--- src/rtl/cpu_mem_arbiter.sv ---
// cpu_mem_arbiter: shares one single-port synchronous memory between the core and an auxiliary master.
// Defining CPU_MEM_ARB_STATS_EN adds a saturating stall_count output.

module cpu_mem_arbiter #(
   parameter int DMA_GAP = 5
) (
   input  logic        clk,
   input  logic        reset,

   input  logic [31:0] cpu_addr,
   input  logic [31:0] cpu_wdata,
   input  logic [3:0]  cpu_wmask,
   output logic [31:0] cpu_rdata,
   output logic        cpu_hold,

   input  logic        dma_req,
   input  logic [31:0] dma_addr,
   input  logic [31:0] dma_wdata,
   input  logic [3:0]  dma_wmask,
   output logic        dma_ack,
   output logic [31:0] dma_rdata,

   output logic [31:0] mem_addr,
   output logic [31:0] mem_wdata,
   output logic [3:0]  mem_wmask,
   input  logic [31:0] mem_rdata,

`ifdef CPU_MEM_ARB_STATS_EN
   output logic [15:0] stall_count,
`endif
   output logic [1:0]  dbg_state
);

   // Handshake: dma_req is a level request held with stable addr/data/mask until
   // dma_ack; dma_ack is a one-cycle pulse and dma_rdata is meaningful only then.
   // The core has no request line; cpu_hold stalls it while the auxiliary master owns the bus.

   localparam logic [1:0] ST_CPU   = 2'd0;
   localparam logic [1:0] ST_GRANT = 2'd1;
   localparam logic [1:0] ST_DATA  = 2'd2;

   localparam int              GAP_W    = (DMA_GAP > 0) ? $clog2(DMA_GAP + 1) : 1;
   localparam logic [GAP_W-1:0] GAP_LOAD = GAP_W'(DMA_GAP);

   logic [1:0]       state;
   logic [1:0]       state_nxt;
   logic [GAP_W-1:0] gap_cnt;

   always_comb begin
      state_nxt = state;
      case (state)
         ST_CPU:   if (dma_req && (gap_cnt == '0)) state_nxt = ST_GRANT;
         ST_GRANT: state_nxt = ST_DATA;
         ST_DATA:  state_nxt = ST_CPU;
         default:  state_nxt = ST_CPU;
      endcase
   end

   // gap_cnt only moves in CPU (countdown) and DATA (reload); GRANT leaves it alone.
   always_ff @(posedge clk) begin
      if (reset) begin
         state   <= ST_CPU;
         gap_cnt <= GAP_LOAD;
      end else begin
         state <= state_nxt;
         case (state)
            ST_CPU:  if (gap_cnt != '0) gap_cnt <= gap_cnt - 1'b1;
            ST_DATA: gap_cnt <= GAP_LOAD;
            default: gap_cnt <= gap_cnt;
         endcase
      end
   end

   // DATA re-presents the stalled core address so the core's in-flight read is
   // valid on release; its store stays pending rather than being replayed here.
   always_comb begin
      mem_addr  = cpu_addr;
      mem_wdata = cpu_wdata;
      mem_wmask = cpu_wmask;
      cpu_hold  = 1'b0;
      dma_ack   = 1'b0;
      case (state)
         ST_GRANT: begin
            mem_addr  = dma_addr;
            mem_wdata = dma_wdata;
            mem_wmask = dma_wmask;
            cpu_hold  = 1'b1;
         end
         ST_DATA: begin
            mem_addr  = cpu_addr;
            mem_wdata = cpu_wdata;
            mem_wmask = 4'b0000;
            cpu_hold  = 1'b1;
            dma_ack   = 1'b1;
         end
         default: begin
            mem_addr  = cpu_addr;
            mem_wdata = cpu_wdata;
            mem_wmask = cpu_wmask;
         end
      endcase
   end

   assign cpu_rdata = mem_rdata;
   assign dma_rdata = mem_rdata;
   assign dbg_state = state;

`ifdef CPU_MEM_ARB_STATS_EN
   always_ff @(posedge clk) begin
      if (reset) begin
         stall_count <= 16'h0000;
      end else if (cpu_hold && (stall_count != 16'hFFFF)) begin
         stall_count <= stall_count + 16'h0001;
      end
   end
`endif

endmodule

--- config.mk ---
export PLATFORM = sky130hd
export DESIGN_NAME = cpu_mem_arbiter
export DESIGN_NICKNAME = d
export VERILOG_FILES = /design/src/rtl/cpu_mem_arbiter.sv
export SDC_FILE = /design/constraint.sdc
export NUM_CORES = 1
export LEC_CHECK = 0
export ABC_AREA = 1
export BUFFER_PORTS_ARGS = -buffer_cell sky130_fd_sc_hd__buf_2
export CELL_PAD_IN_SITES_DETAIL_PLACEMENT = 0
export CELL_PAD_IN_SITES_GLOBAL_PLACEMENT = 1
export CORE_AREA = 2 2 118 120
export CTS_BUF_LIST = sky130_fd_sc_hd__clkbuf_8
export DETAILED_ROUTE_END_ITERATION = 12
export DIE_AREA = 0 0 120 122
export PLACE_DENSITY_LB_ADDON = 0.1
export RECOVER_POWER = 50
export SLEW_MARGIN = 10
export SYNTH_ARGS = -nofsm -noshare
export SYNTH_HDL_FRONTEND = slang
export SYNTH_SLANG_ARGS = --single-unit
export TNS_END_PERCENT = 50
--- constraint.sdc ---
create_clock -name clk -period 1.8 [get_ports clk]
set_input_delay 0.27 -clock clk [delete_from_list [all_inputs] [get_ports clk]]
set_output_delay 0.27 -clock clk [all_outputs]
set_load 0.05 [all_outputs]
# [Yosys cells after proc, flatten, opt, wreduce, memory -nomap -nowiden]
# Index checks and enable logic that the tools add are counted.
[classes] addsub=1 n_eq_ne=4 muxes=9 reduce_logical=7
[op_table] operator="$mux W32" count=2
[op_table] operator="$pmux W4 S2" count=1
[op_table] operator="$pmux W3 S2" count=1
[op_table] operator="$ne A2 B2 Y1 const B" count=2
[op_table] operator="$pmux W2 S2" count=1
[op_table] operator="$logic_not A3 Y1" count=1
[op_table] operator="$mux W3" count=1
[op_table] operator="$reduce_bool A3 Y1" count=1
[op_table] operator="$sub A3 B1 Y3 const B" count=1
[op_table] operator="$eq A2 B1 Y1 const B" count=1
[op_table] operator="$eq A2 B2 Y1 const B" count=1
[op_table] operator="$logic_not A2 Y1" count=1
[op_table] operator="$mux W1" count=2
[op_table] operator="$mux W2" count=1
[op_table] operator="$reduce_and A2 Y1" count=1
[op_table] operator="$reduce_bool A2 Y1" count=1
[op_table] operator="$reduce_or A2 Y1" count=1
[op_table] operator="$logic_and A1 B1 Y1" count=1
[word_totals] reg_bits=5 inputBits=171 output_inout_bits=136 elab_cells=23

# [Longest topological paths before layout]
[depth] word_depth=4 ltp_mapped=8 depth_no_buf=7

# [Worst setup path after synthesis]
# OpenSTA, ideal clock, no wires.
[synth_path] path_kind="reg-to-output" startpoint="register state[0], in the netlist dbg_state[0]" endpoint="output mem_wmask[0]" t_arrival_ns=2.612 required_time_ns=1.530 setup_slack_ns=-1.082 stages_incl_launch_ff=4 n_path_buf=0 cell_sequence="dfxtp_1 -> inv_1 -> ha_1 -> o21ai_0"
[synth_between] elab_chain_len=2 word_cells_on_any_way=3 cone_classes="eq/ne (2); mux (1)"
[synth_rtl] item="from (decl)" line="45" source="logic [1:0] state;"
[synth_rtl] item="from (signal assigned)" line="65" source="state <= state_nxt;"
[synth_rtl] item="$eq A2 B2 Y1 / $eq A2 B1 Y1 (equally long branches)" line="82" source="case (state)"
[synth_rtl] item="$pmux W4 S2 (*)" line="82"
[synth_rtl] item="to (decl)" line="25" source="output logic [3:0] mem_wmask,"
# Mark *: on every way between the ends. The rest lies on a longest branch, timed or not.

# [Worst setup path after layout]
[layout_path] startpoint="register state[1], in the netlist dbg_state[1]" endpoint="output mem_wdata[1]"
[layout_between] elab_chain_len=2
[layout_rtl] item="$eq A2 B1 Y1" line="82"
[layout_rtl] item="$mux W32" line="82"
[layout_rtl] item="to (decl)" line="24" source="output logic [31:0] mem_wdata,"
# No other way between the ends.

==> flow_summary_export.csv <==
group,metric,value,unit
layout,antenna_cells,0,
timing,fmax,0.5248,GHz
critical_path,endpoint,"mem_wdata[1]",
critical_path,worst-path-stages,7,
status,violations,"negative setup slack",
timing,slew_viol_final,0,
global_routing,antenna_found_initial,0,
global_routing,grt_pass1_vias,1892,
layout,fillers,1454,
critical_path,worstSetupPathType,"reg2out",
routing,ant_nets,0,
timing,tightest_slew,0.2658,ns
critical_path,path_max_fanout,10,
critical_path,worst-path-buf-inv,5,
floorplan,die_w,120,um
hold_path,holdCritPathClass,"in2reg",
timing,fin_crit_sh,1.059,
timing,grt_setup_unrepaired,"true",
synthesis,synth-seq-cells,5,
critical_path,crit_path_start,"dbg_state[1]",
critical_path,cpLargestDelayFamily,"buffers and inverters",
routing,routed_wl,7115,um
synthesis,synthesis.area,1873,um2
power_and_ir_drop,p_per_area,1660,nW/um2
critical_path,reg2reg_slack,0.53,ns
floorplan,fp.dieArea,14640,um2
placement,io_buffers,210,
critical_path,required,1.53,ns
global_routing,grt.overflow.total,0,
timing,clock_skew,0.0005248,ns
synthesis,synth_nets,378,
critical_path,crit_chain,"inv_4 -> ha_4 -> buf_12 -> buf_12 -> buf_12 -> mux2_2 -> buf_6",
routing,firstDrtPassIters,3,
synthesis,yosysSeqAreaShare,0.05344,
critical_path,slowest_stage,"mux2_2",
layout,synthToLayoutAreaGrowth,84.90,%
placement,dpl.hpwl,6011,um
critical_path,reg2reg_to,"gap_cnt[1]",
synthesis,yosys_most_used_dff,"dfxtp_1",
clocking,clk_pin_slew,0.04,ns
routing,num_vias,1892,
routing,drc,0,
floorplan,ios,307,
layout,fin_cells,539,
critical_path,worst_r2r_path_depth,6,
synthesis,yosys.area.top_type,"mux2_4",
floorplan,coreArea,13500,um2
global_routing,grt_pass1_wl,9949,um
timing,setup_viol,45,
placement,place_ws,0.06662,ns
clocking,cts_hold_buf,0,
synthesis,yosysUniqueCellTypes,13,
clocking,cts_made_buffers,3,
critical_path,cp-end-kind,"output pin",
layout,finalInstanceArea,3463,um2
layout,finalNetCount,538,
global_routing,grt_max_degree,11,
critical_path,cpMostUsedCell,"buf_12",
synthesis,synth_edf_count,0,
placement,place_area,2714,um2
routing,drt_iter0_markers,17,
placement,gp_congestion,0.7372,
clocking,cts_root_buffer,"clkbuf_8",
timing,hold_viol_final,0,
timing,period_minus_slack,1.906,ns
layout,drive_gt1_frac,0.8468,
clocking,clkLatencyLatePin,0.22,ns
floorplan,rows,43,
synthesis,ys_warn_count,0,
critical_path,max_stage_delay,0.35,ns
synthesis,synth_cells,200,
power_and_ir_drop,peakVddDrop,0.0007110,V
clocking,ctsLongestPathBuffers,2,
synthesis,synth_most_common_cell,"buf_4",
floorplan,die_height,122,um
routing,vias_per_cell,3.510,
power_and_ir_drop,leakagePower,1.834,nW
timing,worst_slack,-0.1056,ns
placement,dpl.cell_count,524,
timing,max_slew_margin,0.8240,
synthesis,synth_top_area_frac,0.3928,
floorplan,initial_utilization,0.1387,
routing,wl_per_cell,13.20,um
synthesis,avgSynthCellArea,9.365,um2
critical_path,cp.arrival,1.64,ns
synthesis,netlist_top_cells_area,"mux2_4 (39%), buf_4 (26%), mux2_2 (9.0%)",
job,max_cap_viol_count,0,
critical_path,cp-start-kind,"flip-flop",
clocking,clkSinkCount,5,
synthesis,synth_common_cells,"buf_4 (64), mux2_4 (49), mux2_2 (15), nand3_1 (15), inv_1 (14)",
critical_path,r2r_start,"dbg_state[0]",
status,status,"complete, but fails checks",
clocking,cts_max_level,1,
global_routing,track_usage,0.08531,
synthesis,ys_async_sr_fraction,0,
clocking,tritoncts,"built",
## worst min-delay path: cells and delay by family
kind | cells | cell delay [ns]
buf+inv | 2 | 0.17
simple gates | 1 | 0.10
## where the power goes
part,switching [mW],leakage (nW),internal [mW]
Clock,0.0654,0.0269,0.147
Combinational,2.92,1.76,2.40
Sequential,0.0418,0.0428,0.173
## kinds of logic after synthesis
logic type | after synthesis | share of synthesized area
AND/OR/NAND/NOR | 31 | 0.07214
adder cells (fa/ha/maj) | 7 | 0.04676
multiplexers | 64 | 0.4830
buffers and inverters | 86 | 0.3260
flip-flops | 5 | 0.05344
AO/OA/AOI/OAI | 7 | 0.01870
## final cells by class
| class | instances | area [um2] | share of cell area |
|---|---|---|---|
| Tap cell | 180 | 225.2 | 0.06503 |
| Clock inverter | 1 | 3.754 | 0.001084 |
| Timing Repair Buffer | 227 | 1785 | 0.5155 |
| Inverter | 14 | 55.05 | 0.01590 |
| Multi-Input combinational cell | 109 | 1245 | 0.3595 |
| Sequential cell | 5 | 107.6 | 0.03107 |
| Clock buffer | 3 | 41.29 | 0.01192 |
## how the worst min path moves through the flow
stage | start | end | slack (ns) | cells after the start
2_1_floorplan | reset | gap_cnt[2] | 0.42 | 2
3_3_place_gp | gap_cnt[0] | gap_cnt[0] | 0.44 | 2
3_5_place_dp | gap_cnt[0] | gap_cnt[0] | 0.45 | 2
4_1_cts | reset | gap_cnt[2] | 0.34 | 3
5_1_grt | reset | gap_cnt[0] | 0.39 | 3
6_report | reset | gap_cnt[2] | 0.35 | 3
## registers in the layout (all words and copies together), names as in the netlist
register,count
gap_cnt,3
dbg_state,2
## layout by cell type, fill, tap and decap left out, types with 2 or more instances in the layout
master    count
buf_2       142
buf_6        59
mux2_4       57
inv_1        14
nand3_1      14
nand2_1      13
buf_8        10
buf_12        8
mux2_2        7
buf_4         6
ha_1          5
o21ai_2       3
a21oi_1       3
nor2_1        3
clkbuf_8      3
dfxtp_1       3
ha_4          2
buf_16        2
dfxtp_4       2
## per-stage QoR
| step | utilization | total power [mW] | hold slack, ns | setup TNS [ns] |
|---|---|---|---|---|
| floorplan | - | 3.965 | 0.4249 | 0 |
| global placement | 0.2010 | 4.431 | 0.4430 | 0 |
| detailed placement | 0.2010 | 4.388 | 0.4464 | 0 |
| CTS | 0.2538 | 5.760 | 0.3421 | -5.269 |
| global route | 0.2565 | 6.033 | 0.3859 | -5.793 |
| finish | 0.2565 | 5.748 | 0.3470 | -4.054 |
## what timing repair did
item,4_1_cts,5_1_grt
gates resized for setup,149,18
buffers inserted,9,0
gates cloned,3,0
pin swaps,1,1
endpoints found under the setup margin,67,68
## layer usage
metal,vias up,track usage,part of all wire
met5,-,0,0
met4,0,0.01103,0.0048
met3,9,0.03418,0.12
met2,134,0.1630,0.52
met1,828,0.08981,0.36
li1,921,-,-
Power figures use the tool's default switching activity.
